===== config.mk =====
export PLATFORM = sky130hd
export DESIGN_NAME = rv_transmitter
export DESIGN_NICKNAME = d
export VERILOG_FILES = /design/src/rtl/rv_transmitter.sv
export SDC_FILE = /design/constraint.sdc
export NUM_CORES = 1
export LEC_CHECK = 0
export ABC_AREA = 1
export BUFFER_PORTS_ARGS = -buffer_cell sky130_fd_sc_hd__buf_2
export CAP_MARGIN = 20
export CORE_AREA = 2 2 146 162
export CTS_CLUSTER_DIAMETER = 150
export DETAILED_ROUTE_END_ITERATION = 8
export DIE_AREA = 0 0 148 164
export PLACE_DENSITY = 0.7
export SLEW_MARGIN = 40
export SYNTH_ARGS = -nofsm -noshare
export SYNTH_HDL_FRONTEND = slang
export SYNTH_SLANG_ARGS = --single-unit

===== constraint.sdc =====
create_clock -name clk -period 11.5 [get_ports clk]
set_clock_uncertainty 0.2 [all_clocks]
set_input_delay 2.3 -clock clk [delete_from_list [all_inputs] [get_ports clk]]
set_output_delay 2.3 -clock clk [all_outputs]
set_load 0.05 [all_outputs]

===== src/rtl/rv_transmitter.sv =====
// Buffered ready/valid transmitter: a DEPTH-entry circular buffer that feeds a
// downstream ready/valid link, with a registered valid and a transfer counter.
module rv_transmitter #(
    parameter int DATA_WIDTH = 64,
    parameter int DEPTH      = 4
) (
    input  logic                       clk,
    input  logic                       reset,
    input  logic                       load,
    input  logic [DATA_WIDTH-1:0]      data_in,
    output logic                       load_ready,
    output logic                       valid,
    input  logic                       ready,
    output logic [DATA_WIDTH-1:0]      data_out,
    output logic                       en_data_Tx,
    output logic [$clog2(DEPTH):0]     count,
    output logic [15:0]                tx_total
);

    localparam int PTR_W = $clog2(DEPTH);
    localparam int CNT_W = PTR_W + 1;
    localparam logic [CNT_W-1:0] FULL_CNT = CNT_W'(DEPTH);
    localparam logic [CNT_W-1:0] ONE_CNT  = CNT_W'(1);

    typedef enum logic {IDLE, SEND} state_t;

    state_t                  state, state_next;
    logic [PTR_W-1:0]        wr_ptr, rd_ptr;
    logic [CNT_W-1:0]        count_next;
    logic [DATA_WIDTH-1:0]   mem [DEPTH];
    logic                    load_acc;
    logic                    xfer;

    assign load_ready = (count < FULL_CNT);
    assign load_acc   = load && load_ready;
    assign valid      = (state == SEND);
    assign xfer       = valid && ready;
    assign en_data_Tx = xfer;
    // Head of buffer; forced to zero when empty so reset and idle read as 0.
    assign data_out   = (count == '0) ? '0 : mem[rd_ptr];

    always_comb begin
        state_next = state;
        count_next = count;
        case (state)
            IDLE: if (load_acc) state_next = SEND;
            SEND: if (xfer && !load_acc && count == ONE_CNT) state_next = IDLE;
            default: state_next = IDLE;
        endcase
        case ({load_acc, xfer})
            2'b10:   count_next = count + ONE_CNT;
            2'b01:   count_next = count - ONE_CNT;
            default: count_next = count;
        endcase
    end

    always_ff @(posedge clk or negedge reset) begin
        if (!reset) begin
            state    <= IDLE;
            count    <= '0;
            wr_ptr   <= '0;
            rd_ptr   <= '0;
            tx_total <= '0;
        end else begin
            state <= state_next;
            count <= count_next;
            if (load_acc) wr_ptr <= wr_ptr + 1'b1;
            if (xfer) begin
                rd_ptr   <= rd_ptr + 1'b1;
                tx_total <= tx_total + 16'd1;
            end
        end
    end

    // Storage is not reset; it is unobservable while the buffer is empty.
    always_ff @(posedge clk) begin
        if (load_acc) mem[wr_ptr] <= data_in;
    end

endmodule


Yosys cells after proc, flatten, opt, wreduce, memory -nomap -nowiden

Memory sizes are Yosys's and may differ from the RTL's.
Index checks and enable logic that the tools add are counted.

Bits in registers: 24
Latch bits: 0
Memory bits (writable): 256
Memory bits (read-only): 0
Input port bits: 68
Output and inout port bits: 86
Logic and storage cells: 29
Memories kept: 1

Memories:

| name | depth | bits a word | read ports | clocked after memory_dff | wr ports | line | text |
|---|---|---|---|---|---|---|---|
| mem  | 4     | 64          | 1          | 0                        | 1        | 30   | `logic [DATA_WIDTH-1:0] mem [DEPTH];` |

Add/sub/neg operators: 5
Multiply operators: 0
Divide/modulo/power cells: 0
$lt $le $gt $ge: 1
Equality and inequality tests: 3
Shift operators: 0
Muxes and demuxes: 6
Bitwise logic cells: 1
Reductions and logical operators: 7

Operators with widths:

| kind                  | count |
|---|---|
| $mux 64               | 1 |
| $add 16x1->16 const B | 1 |
| $pmux 3 s2            | 1 |
| $add 2x1->2 const B   | 2 |
| $logic_and 1x1->1     | 4 |
| $add 3x1->3 const B   | 1 |
| $eq 3x1->1 const B    | 1 |
| $logic_not 3->1       | 1 |
| $lt 3x3->1 const B    | 1 |
| $mux 1                | 3 |
| $sub 3x1->3 const B   | 1 |
| $eq 2x1->1 const B    | 1 |
| $eq 2x2->1 const B    | 1 |
| $pmux 1 s2            | 1 |
| $reduce_bool 2->1     | 1 |
| $logic_not 1->1       | 1 |
| $not 1->1             | 1 |

Depth between registers and ports, before layout

Depth in word-level cells: 7
Depth in mapped cells: 9
Mapped depth without buffers: 9

Least setup slack after synthesis

No wires, ideal clock.

Path type: in2reg
From: input port load
To: memory mem[0][0], enable pin
Library setup time: 0.487 ns
Data arrival time: 5.220 ns
Data required time: 10.813 ns
Setup slack: 5.593 ns
Stages: 2
Path buffers: 0
Cell sequence: nand2_1 -> nor2_1

Word-level cells in the longest chain between the ends: 3

RTL lines:

| item                         | line | text |
|---|---|---|
| start, declared              | 9    | `input logic load,` |
| $logic_and 1x1->1            | 35   | `assign load_acc = load && load_ready;` |
| $mux 1                       | 77   | `if (load_acc) mem[wr_ptr] <= data_in;` |
| $mux 1 (implied by the code) | 77   |  |
| end, declared                | 30   |  |

Every way passes these cells.

Worst setup path in the final report

From: input port ready
To: output port en_data_Tx

Word-level cells in the longest chain between the ends: 1

RTL lines:

| item              | line | text |
|---|---|---|
| start, declared   | 13   | `input logic ready,` |
| $logic_and 1x1->1 | 37   | `assign xfer = valid && ready;` |
| end, declared     | 15   | `output logic en_data_Tx,` |

Every way passes these cells.

==> run summary <==
initial antenna violation count = 3
Port Buffer Count = 153
crit path max fanout = 9
CTS Buf Count = 28
HPWL after DPL = 13.2 mm
Finished Cell Area = 0.0132 mm2
Placer Congestion = 0.748
total gr overflow = 0
Critical R2R Launch = count[2]$_DFFE_PN0P_
Largest stage delay, worst path = 310 ps
DRC violations left = 0
Worst EP arrival = 3070 ps
Initial Util = 0.494
FMAX = 180 MHz
Post-Synthesis Cells = 915
most frequent CP cell = buf_2
minimum clock period = 5570 ps
clock sinks = 280
slew margin rel. = 0.497
CTS Root Cell = clkbuf_16
Hold/Removal Path Class = register to register
DR pass1 iterations = 4
vias in the first global route = 7050
die width = 148 um
final worst setup slack = 5930 ps
post-synth cell types = 22
Core ar. = 0.0226 mm2
Hold Path Origin = tx_total[15]$_DFFE_PN0P_
worst slack, placed = 5920 ps
CP Buf/Inv Count = 3
clock tree buffer depth = 3
first-pass GRT wire length = 36.2 mm
WP data required = 9000 ps
syn_nets = 994
synth warn = 0
die height = 164 um
Routed Wire Length = 23.2 mm
Row Count = 58
TritonCTS clock tree = built
Placed Area = 0.0123 mm2
Cells after DPL = 1337
Post-Route Setup TNS = 0 ps
area grow syn2layout = 18.4%
hold_buf cts = 0
WL met1 = 9.72 mm
crit share post-route = 0.484
Slowest-stage cell, CP = buf_2
die area = 0.0243 mm2
# Max-Cap Violations = 0
RSZ-0062 raised after global routing = no
post-synthesis sequential area ratio = 0.741
Worst setup startpoint = ready
Post-Syn Area = 0.0112 mm2
drt wl/cell = 16.7 um
largest net degree at the start of global routing = 107
critical path's top delay family = buffers and inverters
CTS H-tree lvls = 1
total track usage = 0.190
register bit total from synthesis = 280
CP Cell Sequence = buf_2 > nand2_2 > inv_1 > buf_2
final setup vio count = 0
postcts setup bufs = 0
CP Launch Type = input port
status = finished clean
met2 wire len = 11.5 mm
crit path kind = input port to output pin
Via Count = 7156
post_cts resized = 0
final count of hold timing violations = 0
Syn Area/Cell = 12.2 um2
worst-margin pin slew = 755 ps
IO Pins = 154
highest metal used = met5
DRT iter0 DRCs = 488
Nets = 1147
Clk pin slew, worst setup/hold paths = 60 ps
endpoint class of the critical path = output pin
met3 routed WL = 1.50 mm
Via density = 5.14
latest clock arrival within the worst-skew pair = 530 ps
number of routed nets with antenna violations = 0
max-slew violations = 0
final std cells w/o fill = 1392
share of layout cells above drive strength 1 = 0.199
[cells in the mapped netlist, drive strengths merged]
master	n	area [um2]
nor2	279	1050
edfxtp	256	7690
o21ai	133	666
a21oi	65	325
nand2	41	156
buf	32	186
inv	30	113
dfrtp	24	601
clkbuf	15	56.3
ha	11	138
xor2	9	78.8
nand3	6	30.0
nand4	6	37.5
xnor2	4	35.0
nor3	3	26.3
nand3b	1	7.51
[per-layer routing]
layer	GRT usage	vias up
met4	0.0489	4
li1	-	3506
met1	0.239	3416
met3	0.0331	37
met5	0	-
met2	0.343	193
[sequential cells by signal, summed over array words and instances (netlist names)]
| register | cells |
|---|---|
| valid | 1 |
| wr_ptr | 2 |
| rd_ptr | 2 |
| count | 3 |
| tx_total | 16 |
| mem | 256 |
[through the flow]
| stage | util | hold slack (ps) |
|---|---|---|
| after floorplan | - | 357 |
| after global placement | 0.539 | 270 |
| after detailed placement | 0.545 | 299 |
| after CTS | 0.584 | 315 |
| after global routing | 0.585 | 348 |
| final | 0.585 | 304 |
[worst reg2reg max path, stage by stage (launching register included)]
cell and delay, ps:
dfrtp_1 450, inv_1 140, nand2_1 350, nor2_4 580
buf_16 220, buf_4 520
[cells in the final DEF, fill, tap and decap left out, types with 6 or more instances in the layout]
cell type | Yosys | routed
buf_2 | 11 | 153
nand4_1 | 6 | 6
dfrtp_1 | 24 | 22
clkbuf_16 | 0 | 28
nand2_1 | 40 | 40
edfxtp_1 | 256 | 256
clkbuf_1 | 15 | 6
o21ai_1 | 6 | 6
xor2_1 | 9 | 9
a21oi_1 | 65 | 65
clkinv_1 | 0 | 10
nor2_1 | 279 | 274
o21ai_0 | 127 | 127
inv_1 | 28 | 28
ha_1 | 11 | 11
buf_4 | 14 | 8
nand3_1 | 6 | 6
[final timing paths]
path | endpoint | slack, ps | cells past startpoint
max in group asynchronous | rd_ptr[0]$_DFFE_PN0P_ | 9130 | 1
min | tx_total[15]$_DFFE_PN0P_ | 300 | 2
max reg2reg | mem[2][31]$_DFFE_PP_ | 8660 | 5
min in group asynchronous | tx_total[10]$_DFFE_PN0P_ | 1550 | 1
min reg2reg | tx_total[15]$_DFFE_PN0P_ | 300 | 2
max | en_data_Tx | 5930 | 4
[final cells by class]
| cell class | instances | area (um2) |
|---|---|---|
| timing repair buffer | 170 | 1000 |
| tap | 300 | 375 |
| antenna | 2 | 5.00 |
| sequential | 280 | 8290 |
| fill | 1874 | 9400 |
| inverter | 30 | 114 |
| clock inverter | 18 | 148 |
| clock buffer | 34 | 723 |
| multi-input combinational | 558 | 2580 |
[logic make-up after synthesis]
| family | count (synthesis) | synth area share |
|---|---|---|
| compound gates | 198 | 0.0886 |
| xor+xnor | 13 | 0.0102 |
| fa+ha+maj | 11 | 0.0123 |
| buf+inv | 77 | 0.0318 |
| flops | 280 | 0.741 |
| simple gates | 336 | 0.117 |
Power is left out: the tool's default activity adds up to more than one toggle a clock period on the data nets, which glitch-free logic cannot reach.
